`config.mk`:
```
export PLATFORM = sky130hd
export DESIGN_NAME = instr_fetch
export DESIGN_NICKNAME = d
export VERILOG_FILES = /design/src/rtl/instr_fetch.sv
export SDC_FILE = /design/constraint.sdc
export NUM_CORES = 1
export LEC_CHECK = 0
export CAP_MARGIN = 20
export CORE_MARGIN = 1
export CORE_UTILIZATION = 30
export CTS_CLUSTER_DIAMETER = 80
export CTS_CLUSTER_SIZE = 8
export DETAILED_ROUTE_END_ITERATION = 12
export MAX_ROUTING_LAYER = met4
export PLACE_DENSITY = 0.53
export SYNTH_ARGS = -nofsm -noshare
export SYNTH_HDL_FRONTEND = slang
export SYNTH_SLANG_ARGS = --single-unit
```
`constraint.sdc`:
```
create_clock -name clk -period 2.84 [get_ports clk]
set_input_delay 0.568 -clock clk [delete_from_list [all_inputs] [get_ports clk]]
set_output_delay 0.568 -clock clk [all_outputs]
set_load 0.02 [all_outputs]
```
`src/rtl/instr_fetch.sv`:
```
// Instruction fetch stage and IF/ID register. A skid buffer holds a word returned
// during a decode stall, and a jr redirect drains any stale in-flight response.
module instr_fetch #(
    parameter logic [31:0] RESET_PC = 32'h0000_0000,
    parameter logic [31:0] NOP_INS  = 32'h0000_0000
) (
    input  logic        clk,
    input  logic        rst_n,
    input  logic        stall,
    input  logic        jr,
    input  logic [31:0] jr_target,
    output logic        imem_req,
    output logic [31:0] imem_addr,
    input  logic [31:0] imem_rdata,
    input  logic        imem_ready,
    output logic [31:0] if_id_ins,
    output logic [31:0] if_id_pc4,
    output logic        if_id_valid
);

    typedef enum logic [1:0] {
        S_FETCH,
        S_HOLD,
        S_DRAIN
    } state_t;

    state_t      state;
    state_t      next_state;
    logic [31:0] pc;
    logic [31:0] pc_plus4;
    logic [31:0] skid;
    logic        jr_take;

    // A redirect only counts when decode is actually holding a real instruction.
    assign jr_take  = jr && if_id_valid;
    assign pc_plus4 = pc + 32'd4;

    always_ff @(posedge clk or negedge rst_n) begin
        if (!rst_n) begin
            state <= S_FETCH;
        end else begin
            state <= next_state;
        end
    end

    always_comb begin
        next_state = state;
        if (jr_take) begin
            // The memory still owes a word for the old pc; swallow it before refetching.
            if (state == S_FETCH && !imem_ready) begin
                next_state = S_DRAIN;
            end else begin
                next_state = S_FETCH;
            end
        end else begin
            case (state)
                S_FETCH: if (imem_ready && stall) next_state = S_HOLD;
                S_HOLD:  if (!stall)              next_state = S_FETCH;
                S_DRAIN: if (imem_ready)          next_state = S_FETCH;
                default:                          next_state = S_FETCH;
            endcase
        end
    end

    always_comb begin
        imem_req  = rst_n && (state == S_FETCH);
        imem_addr = pc;
    end

    always_ff @(posedge clk or negedge rst_n) begin
        if (!rst_n) begin
            pc          <= {RESET_PC[31:2], 2'b00};
            skid        <= NOP_INS;
            if_id_ins   <= NOP_INS;
            if_id_pc4   <= 32'd0;
            if_id_valid <= 1'b0;
        end else if (jr_take) begin
            pc          <= jr_target & ~32'h3;
            skid        <= NOP_INS;
            if_id_ins   <= NOP_INS;
            if_id_valid <= 1'b0;
        end else begin
            case (state)
                S_FETCH: begin
                    if (imem_ready && !stall) begin
                        if_id_ins   <= imem_rdata;
                        if_id_pc4   <= pc_plus4;
                        if_id_valid <= 1'b1;
                        pc          <= pc_plus4;
                    end else if (imem_ready) begin
                        skid <= imem_rdata;
                    end else if (!stall) begin
                        if_id_ins   <= NOP_INS;
                        if_id_valid <= 1'b0;
                    end
                end
                S_HOLD: begin
                    if (!stall) begin
                        if_id_ins   <= skid;
                        if_id_pc4   <= pc_plus4;
                        if_id_valid <= 1'b1;
                        pc          <= pc_plus4;
                    end
                end
                S_DRAIN: begin
                    if_id_ins   <= NOP_INS;
                    if_id_valid <= 1'b0;
                end
                default: begin
                    if_id_valid <= 1'b0;
                end
            endcase
        end
    end

endmodule

```
# Yosys cells after proc, flatten, opt, wreduce, memory -nomap -nowiden
# Cells that the tools add are included.
[classes]
addsub = 1
n_eq_ne = 11
n_mux = 26
bitwise = 1
reduce_logical = 19
[ops]
columns = ["op", "count"]
rows = [
  ["32-bit two-way mux", 12],
  ["32-bit case mux with 3 select lines", 1],
  ["32-bit case mux with 2 select lines", 1],
  ["32-bit by 3-bit adder with 32-bit output, second input constant", 1],
  ["3-bit AND reduction", 4],
  ["2-bit two-way mux", 5],
  ["3-bit inequality test, second input constant", 3],
  ["4-bit by 3-bit inequality test with 1-bit output, second input constant", 2],
  ["4-bit AND reduction", 2],
  ["2-bit case mux with 3 select lines", 1],
  ["2-bit nonzero test", 3],
  ["1-bit logical AND", 5],
  ["1-bit two-way mux", 5],
  ["2-bit inequality test, second input constant", 2],
  ["4-bit nonzero test", 1],
  ["3-bit by 2-bit inequality test with 1-bit output, second input constant", 1],
  ["3-bit nonzero test", 1],
  ["2-bit by 1-bit equality test with 1-bit output, second input constant", 1],
  ["2-bit equality test, second input constant", 1],
  ["1-bit zero test", 2],
  ["2-bit zero test", 1],
  ["2-bit by 1-bit inequality test with 1-bit output, second input constant", 1],
  ["1-bit case mux with 2 select lines", 1],
  ["1-bit inverter", 1],
]
[totals]
register_bits = 131
out_inout_bits = 98
wordCells = 64

# Longest topological paths before layout
[logic_depth]
depth_word = 5
mapped_depth = 10
ltp_nobuf = 7

# Worst setup path before layout
# Ideal clock, no wire load.
[synth_timing]
path_type = "register to register"
from = "register state[1]"
to = "register if_id_ins[11]"
setup_ns = 0.135
t_arrival_ns = 1.886
required_ns = 2.705
path_slack_ns = 0.819
path_stages_with_launch = 8
path_buffers = 2
synth_period_minus_slack_ns = 2.021
cell_sequence = "dfrtp_1 inv_1 ha_1 buf_2 or2_2 a21oi_1 clkbuf_1 o31ai_1"
[synth_via]
elab_chain_len = 3
[synth_rtl]
columns = ["item", "line", "rtl"]
rows = [
  ["start, declared", "27", "state_t state;"],
  ["start signal, assigned", "42", "state <= next_state;"],
  ["2-bit by 1-bit equality test with 1-bit output (tied with other cells)", "83", "case (state)"],
  ["3-bit inequality test (no source line) (tied with other cells)", "n/a", ""],
  ["4-bit AND reduction (no source line) or 32-bit two-way mux (tied branches)", "n/a", ""],
  ["end signal, assigned", "86", "if_id_ins <= imem_rdata;"],
  ["end signal, assigned", "99", "if_id_ins <= skid;"],
  ["end, declared", "16", "output logic [31:0] if_id_ins,"],
]
# Several ways; a longest one is shown, not always the timed one.
# A chain may end at the register's enable or synchronous reset.

# Final worst setup path
[layout_timing]
from = "register state[1]"
to = "output imem_req"
[layout_via]
elab_chain_len = 2
[layout_rtl]
columns = ["item", "line", "rtl"]
rows = [
  ["2-bit zero test", "66", "imem_req = rst_n && (state == S_FETCH);"],
  ["1-bit logical AND", "66", ""],
  ["end, declared", "12", "output logic imem_req,"],
]
# Every way passes these cells.

==> metrics.md <==
| Metric | Value |
|---|---|
| GRT overflow | 0 |
| Distinct cells, synth | 44 |
| Setup Fix Bufs, Post-CTS | 0 |
| Largest net degree at the start of global routing | 128 |
| Average size of a mapped cell | 9.03 µm² |
| Startpoint Class | flip-flop |
| Clk_skew | 0.0150 ns |
| I/O Pins | 167 |
| CP cell instances | inv_1, ha_1, and2_1, clkdlybuf4s50_1 |
| Switching Fraction | 40.1% |
| Synth Area in Compound Gates | 16.0% |
| Number of synthesized register bits | 127 |
| Vias per inst | 4.82 |
| Die width | 146 µm |
| Post-synth EDFFs | 0 |
| Number of max-cap violations | 0 |
| Num CTS Buffers | 17 |
| Cts repair resizes | 0 |
| Total number of vias | 5370 |
| P per Cell Area | 1090 nW/µm² |
| Initial cell density of the core | 30.7% |
| Leak | 3.41 nW |
| Syn Std Cell Area | 6260 µm² |
| Setup crit end kind | output pin |
| Final clock period utilization by the worst path | 91.9% |
| Post-DP HPWL | 11900 µm |
| Clk_lat worst skew | 0.42 ns |
| Initial antenna violation count | 0 |
| Layout area overhead | 39.8% |
| Fraction of registers with async set/reset | 100% |
| Clk root buf | clkbuf_16 |
| GPL Wtd Cong | 0.767 |
| Endpoints failing hold | 0 |
| Clk sinks | 127 |
| Worst Path Arrival | 2.04 ns |
| Share of cells above drive strength 1 | 7.46% |
| Vias in the first global route | 5214 |
| Worst vdd ir | 0.439 mV |
| # hold bufs at CTS | 0 |
| Fmax achieved | 383 MHz |
| Sequential-to-total area share from yosys stat | 50.8% |
| Setup violations, final | 0 |
| Ys flop type | dfrtp_1 |
| All-Layer GR Usage | 18.2% |
| Crit Path Class | reg2out |
| Global-route wire length before repair | 29300 µm |
| Most frequent cells in the layout | 181 x nand2_1, 159 x clkdlybuf4s50_1, 127 x dfrtp_1 |
| Share of power burned in registers | 34.2% |
| Die area | 21400 µm² |
| Synth Area in Adders | 0.800% |
| Most common cell after layout, fill and taps aside | nand2_1 |
| TritonCTS clock tree | yes |
| Max Root-Sink Buffers | 2 |
| Clk network pwr share | 23.3% |
| Drt pass-1 iters | 4 |
| DRC viols | 0 |
| Combinational share of power | 42.4% |
| CP max FO | 9 |
| Slew margin rel. | 49.4% |
| Worst R2R Setup Slack | 0.66 ns |
| Slew @ Worst Pin | 0.759 ns |
| Post-synthesis cell count | 693 |
| Core area | 20400 µm² |
| Clk pin slew, worst setup/hold paths | 0.06 ns |
| Critical Path RT | 2.27 ns |
| Setup_tns | 0 ns |
| Post-synthesis mux area share | 0.160% |
| Final Slew Violations | 0 |
| RSZ-0062 raised after global routing | false |
| Iteration-0 DRC Markers | 336 |
| H-tree depth | 4 |
| Port bufs | 160 |
| Net Switching | 3.82 mW |
| WL final | 18200 µm |
| Largest family of logic cells by synthesized area | simple AND/OR/NAND/NOR gates |
| Avg WL per Cell | 16.3 µm |
| DIE HEIGHT | 146 µm |
| ANT nets after route | 0 |
| Status | completed |
| Crit path time final | 2.61 ns |
| XOR/XNOR Fraction of Synth Area | 7.84% |
| Slowest-stage cell, CP | clkdlybuf4s50_1 |
| Diodes inserted | 0 |
| Slowest Stage Delay on Critical Path | 0.64 ns |
| Placed inst area | 8150 µm² |
| Synth Area in Simple Gates | 20.0% |
| Post-route cell area | 8750 µm² |
| Cell row count | 52 |
| Post-layout net count | 905 |
| P_int | 5.70 mW |
| Worst min path class | in2async |
| YS warnings | 0 |
[power by group through the flow]
stage / sequential, mW / clock (mW) / combinational (mW)
finish: 3.26 / 2.22 / 4.04
CTS: 3.26 / 2.27 / 4.10
global route: 3.38 / 2.34 / 4.41
global placement: 3.28 / 0 / 4.06
detailed placement: 3.29 / 0 / 4.09
floorplan: 3.73 / 0 / 1.74
[Yosys cell counts, types with 3 or more instances]
| library cell | instances | area [µm²] |
|---|---|---|
| nor3_2 | 3 | 30.0 |
| and4_1 | 3 | 26.3 |
| nand3_1 | 18 | 90.1 |
| nand2_1 | 182 | 683 |
| xor2_1 | 33 | 289 |
| buf_1 | 4 | 15.0 |
| ha_1 | 4 | 50.1 |
| nor2_1 | 16 | 60.1 |
| xnor2_1 | 23 | 201 |
| buf_2 | 4 | 20.0 |
| and3_1 | 5 | 31.3 |
| o21ai_0 | 41 | 205 |
| dfrtp_1 | 127 | 3180 |
| nor4_1 | 5 | 31.3 |
| a21oi_1 | 34 | 170 |
| o21ai_1 | 20 | 100 |
| o31ai_1 | 33 | 248 |
| a22oi_1 | 32 | 240 |
| nand4_1 | 14 | 87.6 |
| and2_1 | 6 | 37.5 |
| nor3_1 | 6 | 30.0 |
| clkbuf_1 | 45 | 169 |
| inv_1 | 6 | 22.5 |
| buf_4 | 4 | 30.0 |
[flip-flops by register name, indices dropped and copies added, names as in the netlist]
signal       cells
if_id_pc4       30
imem_addr       30
state            2
if_id_ins       32
if_id_valid      1
skid            32
[per-layer routing]
metal | global-route usage (%) | up-vias | wire length [µm]
li1 | - | 2648 | -
met2 | 26.9 | 147 | 8410
met5 | - | - | 0
met3 | 4.72 | 12 | 990
met1 | 24.6 | 2563 | 8660
met4 | 4.95 | 0 | 142
[layout make-up]
cell class | instances | area, µm²
inverter | 6 | 22.5
sequential | 127 | 3180
timing repair buffer | 176 | 1770
tap | 270 | 338
clock buffer | 20 | 467
fill | 2027 | 11600
multi-input combinational | 504 | 2840
clock inverter | 11 | 133
[final timing paths]
path,startpoint,end,cells past startpoint
worst min-delay path,rst_n,imem_addr[27],2
worst max register to register,state[1],imem_addr[15],7
min in group clk,if_id_pc4[5],if_id_pc4[5],2
worst max-delay path,state[1],imem_req,4
max in group asynchronous,rst_n,if_id_pc4[3],2
worst min register to register,if_id_pc4[5],if_id_pc4[5],2
[logic make-up (layout without fill, tap and decap cells)]
kind of cell	count (synthesis)	in the layout
adders and majority gates	4	4
muxes	1	1
other	1	4
xor gates and xnor gates	56	56
AOI/OAI and AO/OA	165	165
DFF	127	127
buffers and inverters	65	213
and+or+nand+nor	274	274
[worst max-delay path: cells and delay by family (launching register included)]
family | cells | cell delay [ns]
fa+ha+maj | 1 | 0.29
flops | 1 | 0.41
simple gates | 1 | 0.18
buf+inv | 2 | 0.73
[metrics by stage]
| stage | utilization [%] | hold WS (ns) | worst slack (ns) | cells | power (mW) |
|---|---|---|---|---|---|
| after floorplan | - | 0.272 | 0.819 | 696 | 5.47 |
| after global placement | 40.0 | 0.460 | 0.285 | 1083 | 7.34 |
| after detailed placement | 40.0 | 0.469 | 0.288 | 1083 | 7.38 |
| after CTS | 43.0 | 0.293 | 0.186 | 1114 | 9.63 |
| after global routing | 43.0 | 0.333 | 0.0941 | 1114 | 10.1 |
| final | 43.0 | 0.231 | 0.229 | 1114 | 9.51 |
Power figures use the tool's default switching activity.
